[config.mk]
export PLATFORM = sky130hd
export DESIGN_NAME = uart_rx
export DESIGN_NICKNAME = d
export VERILOG_FILES = /design/src/rtl/uart_rx.sv
export SDC_FILE = /design/constraint.sdc
export NUM_CORES = 1
export LEC_CHECK = 0
export CORE_MARGIN = 2
export CORE_UTILIZATION = 55
export CTS_BUF_LIST = sky130_fd_sc_hd__clkbuf_4 sky130_fd_sc_hd__clkbuf_8
export CTS_CLUSTER_DIAMETER = 60
export DETAILED_ROUTE_END_ITERATION = 8
export PLACE_DENSITY = 0.75
export RECOVER_POWER = 25
export SETUP_SLACK_MARGIN = 0.15
export SLEW_MARGIN = 20
export SYNTH_ARGS = -nofsm -noshare
export SYNTH_HDL_FRONTEND = slang
export SYNTH_SLANG_ARGS = --single-unit
[constraint.sdc]
create_clock -name clk -period 3.2 [get_ports clk]
set_input_delay 0.48 -clock clk [delete_from_list [all_inputs] [get_ports clk]]
set_output_delay 0.48 -clock clk [all_outputs]
set_load 0.01 [all_outputs]
[src/rtl/uart_rx.sv]
// UART receiver: 2-flop synchronized input, mid-bit sampling, 8 data bits LSB first,
// optional odd parity, one stop bit. Each byte is presented with a one-cycle strobe.
module uart_rx #(
  parameter int CLK_FREQUENCY = 100_000_000,
  parameter int BAUD_RATE     = 19_200,
  parameter int PARITY        = 1
) (
  input  logic       clk,
  input  logic       rst_n,
  input  logic       din,
  output logic [7:0] dout,
  output logic       busy,
  output logic       data_strobe,
  output logic       rx_error
);

  localparam int BAUD_CLOCKS = CLK_FREQUENCY / BAUD_RATE;
  localparam int HALF_CLOCKS = BAUD_CLOCKS / 2;
  localparam int CW          = $clog2(BAUD_CLOCKS);
  localparam logic [CW-1:0] BAUD_LAST = CW'(BAUD_CLOCKS - 1);
  localparam logic [CW-1:0] HALF_LAST = CW'(HALF_CLOCKS - 1);
  localparam logic [CW-1:0] CNT_ONE   = CW'(1);

  typedef enum logic [2:0] {IDLE, START, DATA, PAR, STOP} state_t;

  state_t        state;
  logic [1:0]    sync_q;
  logic [1:0]    sync_vld;
  logic          prev_din;
  logic          armed;
  logic [CW-1:0] cnt;
  logic [2:0]    bit_idx;
  logic [7:0]    shift_q;
  logic          parity_err;
  logic          s_din;
  logic          fall;

  assign s_din = sync_q[1];
  // armed only once s_din carries a real (post-reset) high, so a line held low
  // through reset release cannot fake a start edge against the reset-high flops.
  assign fall  = armed & prev_din & ~s_din;

  // data_strobe is a valid with no ready: the consumer must take dout/rx_error
  // in the cycle data_strobe is high; both hold until the next strobe.
  always_ff @(posedge clk) begin
    if (!rst_n) begin
      state       <= IDLE;
      sync_q      <= 2'b11;
      sync_vld    <= 2'b00;
      prev_din    <= 1'b1;
      armed       <= 1'b0;
      cnt         <= '0;
      bit_idx     <= 3'd0;
      shift_q     <= 8'd0;
      parity_err  <= 1'b0;
      dout        <= 8'd0;
      busy        <= 1'b0;
      data_strobe <= 1'b0;
      rx_error    <= 1'b0;
    end else begin
      sync_q      <= {sync_q[0], din};
      sync_vld    <= {sync_vld[0], 1'b1};
      prev_din    <= s_din;
      armed       <= armed | (sync_vld[1] & s_din);
      data_strobe <= 1'b0;
      case (state)
        IDLE: begin
          if (fall) begin
            state      <= START;
            cnt        <= '0;
            busy       <= 1'b1;
            parity_err <= 1'b0;
          end
        end
        START: begin
          if (cnt == HALF_LAST) begin
            cnt <= '0;
            if (!s_din) begin
              state   <= DATA;
              bit_idx <= 3'd0;
            end else begin
              state <= IDLE;
              busy  <= 1'b0;
            end
          end else begin
            cnt <= cnt + CNT_ONE;
          end
        end
        DATA: begin
          if (cnt == BAUD_LAST) begin
            cnt     <= '0;
            shift_q <= {s_din, shift_q[7:1]};
            bit_idx <= bit_idx + 3'd1;
            if (bit_idx == 3'd7) state <= (PARITY != 0) ? PAR : STOP;
          end else begin
            cnt <= cnt + CNT_ONE;
          end
        end
        PAR: begin
          if (cnt == BAUD_LAST) begin
            cnt        <= '0;
            parity_err <= ~(^shift_q ^ s_din);
            state      <= STOP;
          end else begin
            cnt <= cnt + CNT_ONE;
          end
        end
        STOP: begin
          // Back in IDLE at mid-stop so an immediately following start edge is caught.
          if (cnt == BAUD_LAST) begin
            cnt         <= '0;
            dout        <= shift_q;
            rx_error    <= parity_err | ~s_din;
            data_strobe <= 1'b1;
            busy        <= 1'b0;
            state       <= IDLE;
          end else begin
            cnt <= cnt + CNT_ONE;
          end
        end
        default: begin
          state <= IDLE;
          busy  <= 1'b0;
        end
      endcase
    end
  end

endmodule

==> results of run 1 <==
[cells by family after synthesis]
family / count (synthesis) / share of synthesized area [%]
flip-flops: 45 / 42.3
AO/OA/AOI/OAI: 35 / 11.5
adder cells (fa/ha/maj): 3 / 1.76
AND/OR/NAND/NOR: 108 / 28.4
multiplexers: 18 / 8.52
buffers and inverters: 18 / 4.00
XOR/XNOR: 7 / 3.53
[flip-flops by register name (all words and copies together), names as in the netlist]
| register | flops |
|---|---|
| shift_q | 8 |
| sync_q | 2 |
| sync_vld | 2 |
| rx_error | 1 |
| armed | 1 |
| state | 3 |
| busy | 1 |
| prev_din | 1 |
| bit_idx | 3 |
| data_strobe | 1 |
| dout | 8 |
| cnt | 13 |
| parity_err | 1 |
[metrics by stage]
stage | utilization, % | std cells | total power (uW) | hold slack (ns) | setup WS [ns]
after global placement | 60.9 | 280 | 613 | 0.390 | 1.01
after floorplan | - | 234 | 603 | 0.386 | 1.24
after CTS | 64.0 | 288 | 1040 | 0.414 | 0.913
after global routing | 64.0 | 288 | 1070 | 0.441 | 0.752
after detailed placement | 60.9 | 280 | 613 | 0.395 | 0.924
final | 64.0 | 288 | 1030 | 0.412 | 0.933
[power by group through the flow]
| stage | Sequential [uW] | Clock, uW | Combinational (uW) |
|---|---|---|---|
| 4_1_cts | 569 | 444 | 30.9 |
| 3_3_place_gp | 583 | 0 | 30.5 |
| 2_1_floorplan | 581 | 0 | 22.1 |
| 5_1_grt | 570 | 466 | 33.5 |
| 6_report | 569 | 431 | 30.2 |
| 3_5_place_dp | 583 | 0 | 30.8 |
[placed cells by master (no fill, tap or decap), types with 4 or more instances in the layout]
cell             count
nand2b_1             4
and3_1               4
nand4_1              4
a21oi_1              8
clkbuf_8             5
nand2_1             18
or3_1                7
nor2_1              24
o21ai_0              5
nand3b_1             5
a31oi_1             10
dfxtp_1             45
mux2i_1             17
clkdlybuf4s50_1      4
xnor2_1              5
dlygate4sd3_1        9
nand3_1             22
[final cells by class]
class                   instances  area (sq um)
inverters                       3          11.3
flip-flops and latches         45           901
well taps                      48          60.1
fillers                       308          1330
clock buffers                   6          76.3
multi-input cells             171          1140
repair buffers                 13           130
clock inverters                 2          38.8
[final timing paths]
check | from | endpoint | cells after the start
worst max-delay path | cnt[0] | rx_error | 5
worst min register to register | sync_q[0] | sync_q[1] | 1
worst max register to register | cnt[0] | rx_error | 5
worst min-delay path | sync_q[0] | sync_q[1] | 1
[routing by layer]
metal	wire length [microns]	global-route usage (%)	up-vias	share of wire, %
met5	0	0	-	0
met4	46	7.14	0	1.1
met3	209	4.09	5	5.2
met2	1750	29.0	57	44
met1	2000	29.7	798	50
li1	-	-	857	-
[worst reg2reg max path: cells and delay by family, from the launching register on]
| family | cells | cell delay, ns |
|---|---|---|
| AOI/OAI and AO/OA | 1 | 0.49 |
| adders and majority gates | 1 | 0.25 |
| DFF | 1 | 0.39 |
| and+or+nand+nor | 3 | 1.03 |
==> summary.md, run 1 <==
| Metric | Value |
|---|---|
| Clk slew on worst S/H paths | `0.09 ns` |
| Tcrit/Tclk final | `70.8%` |
| Initial antenna violation count | `0` |
| Drt drc | `0` |
| Final GP Congestion | `0.875` |
| Post-synth top area share | `between 40% and 50%` |
| Cell Area, Placed | `2240 sq um` |
| Routed WL | `roughly 4 mm` |
| Sequential fraction of the synthesis area | `42.3%` |
| Final Cell Area | `2360 sq um` |
| Worst VDD drop | `roughly 380 uV` |
| Minimum clock period after layout | `~2.3 ns` |
| Fraction of registers with async set/reset | `0%` |
| Count leader, synth | `dfxtp_1` |
| CORE AREA | `3690 sq um` |
| First-pass GRT wire length | `6.87 mm` |
| Max Fclk | `0.441 GHz` |
| First-pass DRT Iterations | `4` |
| Crit Path Max Fanout | `11` |
| I/O pin count | `14` |
| RSZ-0062 raised after global routing | `no` |
| Placement row count | `22` |
| Initial DRC Count | `114` |
| Cell Int Power | `820 uW` |
| CTS Buf Count | `5` |
| Die Ht | `66.2 microns` |
| Num Clock Sinks | `45` |
| DIE WIDTH | `66.2 microns` |
| Reg power frac | `55.3%` |
| Worst EP arrival | `2.45 ns` |
| Slew Limit Fails | `0` |
| Routed WL per cell | `between 10 and 15 microns` |
| Net Sw Frac | `20.4%` |
| Hold-fix buffer count after cts | `0` |
| MaxCap Viol Count | `0` |
| Synth-to-Final Area Change | `10.9%` |
| Combinational power share | `under 10%` |
| Hpwl dp | `2.63 mm` |
| Largest net degree at the start of global routing | `38` |
| Vias in the first global route | `1475` |
| Slowest library cell on the worst path | `o311a_1` |
| Layout Nets | `245` |
| Status | `completed` |
| Vias | `about 1700` |
| P_sw | `210 uW` |
| Syn avg cell area | `approximately 9.1 sq um` |
| Top Family by Delay on Critical Path | `simple AND/OR/NAND/NOR gates` |
| Total GRT Usage | `between 20% and 30%` |
| Starting Density | `57.7%` |
| Antenna fix cells | `0` |
| Setup Fix Bufs, Post-CTS | `0` |
| Share of layout cells above drive strength 1 | `6.67%` |
| PostCTS Resize Cnt | `0` |
| Pwr per Cell Area | `about 440 nW/um^2` |
| Layout Skew | `0.00967 ns` |
| Max H-tree Level | `2` |
| GRT Residual Overflow | `0` |
| Gate Count Post-Synth | `roughly 230` |
| Worst Hold Class | `reg -> reg` |
| Worst skew pair latency | `0.29 ns` |
| Buf/Inv on CP | `0` |
| LEAKAGE | `0.000911 uW` |
| DIE AREA | `~4400 sq um` |
| Clock Tree Buf Depth | `2` |
| Cell area after synthesis | `2130 sq um` |
| Cell breakdown of the critical path | `ha_1 -> nor3b_2 -> and4_4 -> nand3_1 -> o311a_1` |
| Synth area leaders | `dfxtp_1 (42%), mux2i_1 (8.0%), nand3_1 (5.2%), nor2_1 (4.2%), nand2_1 (3.2%)` |
| Critical Path End Type | `flip-flop` |
| R2R setup slack | `around 0.93 ns` |
| Worst setup SP type | `flip-flop` |
| Clk pwr share | `between 40% and 50%` |
| CTS root buffer | `clkbuf_8` |
| #FFs+latches synth | `45` |
| Fin. Hold Viols | `0` |
| Synth cell count leaders | `dfxtp_1 (45), nor2_1 (24), nand3_1 (22)` |
| Post-synth EDFFs | `0` |
| Post-synthesis cell type count | `47` |
| Worst Path Required | `approximately 3.4 ns` |
| Final setup fails | `0` |
| Area leader, netlist | `dfxtp_1` |
| Synth Flop Type | `dfxtp_1` |
| Slew headroom | `25.9%` |
| Setup TNS | `0 ns` |
| Syn_nets | `240` |
| Via density | `about 6` |
| Crit Path Class | `reg -> reg` |
| Max incr delay on CP | `0.49 ns` |
| CTS tree | `yes` |
| Yosys Warn Count | `0` |
| Port Buffer Count | `13` |
| Final ANT Viol Nets | `0` |
| Slew @ Worst Pin | `1.11 ns` |
Note: power is estimated with default switching activity, not from simulation.
==> run 2: changes to the inputs <==
- clock period: 3.2 -> 2.4 ns (I/O delays scaled with it)
==> summary.md, run 2 (synthesized netlist as in run 1, its figures left out) <==
| Metric | Value |
|---|---|
| Max Fclk | `approximately 0.48 GHz` |
| CTS root buffer | `clkbuf_8` |
| Slowest library cell on the worst path | `or4_1` |
| Max H-tree Level | `2` |
| MaxCap Viol Count | `0` |
| Hold-fix buffer count after cts | `0` |
| Critical Path End Type | `flip-flop` |
| First-pass GRT wire length | `7.07 mm` |
| Slew headroom | `between 60% and 70%` |
| Slew @ Worst Pin | `0.477 ns` |
| RSZ-0062 raised after global routing | `no` |
| Clock Tree Buf Depth | `2` |
| Leading cell type in the layout, fill and taps excluded | `dfxtp_1` |
| Vias | `around 1700` |
| Final setup fails | `0` |
| Reg with most FFs | `cnt` |
| Final GP Congestion | `~0.86` |
| FF/Latch Area | `901 sq um` |
| Num Clock Sinks | `45` |
| Worst EP arrival | `2.30 ns` |
| Worst VDD drop | `roughly 530 uV` |
| Die Ht | `66.2 microns` |
| Drt drc | `0` |
| Port Buffer Count | `13` |
| Worst Hold Class | `reg -> reg` |
| Largest net degree at the start of global routing | `17` |
| Design Power | `between 1000 and 1500 uW` |
| Footprint of the multi-input gates | `1160 sq um` |
| Commonest cells after routing, fill and taps aside | `dfxtp_1 (45), nor2_1 (24), nand3_1 (22)` |
| Starting Density | `57.7%` |
| Routed WL | `4.21 mm` |
| CORE AREA | `about 3700 sq um` |
| Setup TNS | `0 ns` |
| Crit Path Class | `reg -> reg` |
| Worst Path Required | `2.60 ns` |
| Antenna fix cells | `0` |
| Largest register FFs | `13` |
| Crit Path Max Fanout | `5` |
| Total GRT Usage | `between 20% and 30%` |
| Setup Fix Bufs, Post-CTS | `0` |
| Via density | `5.83` |
| Vias in the first global route | `~1500` |
| Layout Nets | `253` |
| Largest registers | `cnt (13), dout (8), shift_q (8)` |
| Placement row count | `22` |
| Max incr delay on CP | `roughly 0.56 ns` |
| Synth-to-Final Area Change | `14.3%` |
| Hpwl dp | `2.93 mm` |
| Initial DRC Count | `158` |
| Status | `completed` |
| First-pass DRT Iterations | `4` |
| Fill cells | `314` |
| LEAKAGE | `about 0.00095 uW` |
| Clk slew on worst S/H paths | `0.08 ns` |
| Layout Skew | `~0.0044 ns` |
| Minimum clock period after layout | `~2.1 ns` |
| Final ANT Viol Nets | `0` |
| CTS tree | `yes` |
| DIE WIDTH | `66.2 microns` |
| GRT Residual Overflow | `0` |
| Worst setup SP type | `flip-flop` |
| DIE AREA | `4380 sq um` |
| Routed WL per cell | `between 10 and 15 microns` |
| Slew Limit Fails | `0` |
| Fin. Hold Viols | `0` |
| Initial antenna violation count | `0` |
| Pwr per Cell Area | `568 nW/um^2` |
| Worst skew pair latency | `approximately 0.30 ns` |
| CTS Buf Count | `5` |
| Cell breakdown of the critical path | `ha_2 -> nor3b_4 -> nand4_4 -> or4_1 -> and3_1 -> o21a_1` |
| Tcrit/Tclk final | `87.7%` |
| I/O pin count | `14` |
| Share of layout cells above drive strength 1 | `slightly below 10%` |
## run 2: changes by cell type in the layout (fill, tap and decap cells not counted), sizes merged
cell / before / now
clkbuf: 6 / 7
buf: 0 / 7
## run 2: timing repair
action / CTS / global route
endpoints found under the setup margin: 0 / 2
endpoints found under the hold margin: 0 / 0
gates resized for setup: 0 / 3
## run 2: worst paths after layout
path / startpoint / slack [ns] / to / depth (start not counted)
worst max-delay path: cnt[0] / 0.30 / bit_idx[0] / 6
worst min-delay path: sync_q[0] / 0.44 / sync_q[1] / 1
worst max register to register: cnt[0] / 0.30 / bit_idx[0] / 6
worst min register to register: sync_q[0] / 0.44 / sync_q[1] / 1
## run 2: metal layers
| metal | vias up | wire [microns] | GRT usage (%) |
|---|---|---|---|
| met2 | 32 | 1960 | 32.0 |
| met5 | - | 0 | 0 |
| met3 | 4 | 191 | 5.96 |
| met4 | 0 | 36 | 5.36 |
| met1 | 826 | 2030 | 29.4 |
| li1 | 865 | - | - |
## run 2: area by class of cell
class | count | area share [%]
clock buffer | 6 | 3.14
multi-input combinational | 171 | 47.7
sequential | 45 | 37.0
clock inverter | 2 | 1.59
inverter | 3 | 0.463
timing repair buffer | 21 | 7.66
tap | 48 | 2.47
## run 2: power by group
part	internal, uW	leakage, uW	total (uW)	switching (uW)
Clock	324	0.0000588	578	255
Sequential	753	0.000364	759	5.94
Combinational	19.7	0.000523	45.5	25.8
## run 2: per-stage QoR
step / hold slack (ns) / util (%) / instances / setup slack [ns] / cell area [sq um]
global placement: 0.388 / 62.5 / 288 / 0.336 / 2300
detailed placement: 0.412 / 62.5 / 288 / 0.257 / 2300
global route: 0.450 / 66.0 / 296 / 0.125 / 2430
floorplan: 0.386 / - / 234 / 0.436 / 2130
finish: 0.438 / 66.0 / 296 / 0.295 / 2430
CTS: 0.437 / 65.6 / 296 / 0.235 / 2420
## run 2: critical path: cells and delay by family (launching register included)
kind                     cells  cell delay, ns
AO/OA/AOI/OAI                1            0.17
AND/OR/NAND/NOR              4            1.19
flip-flops                   1            0.39
adder cells (fa/ha/maj)      1            0.25
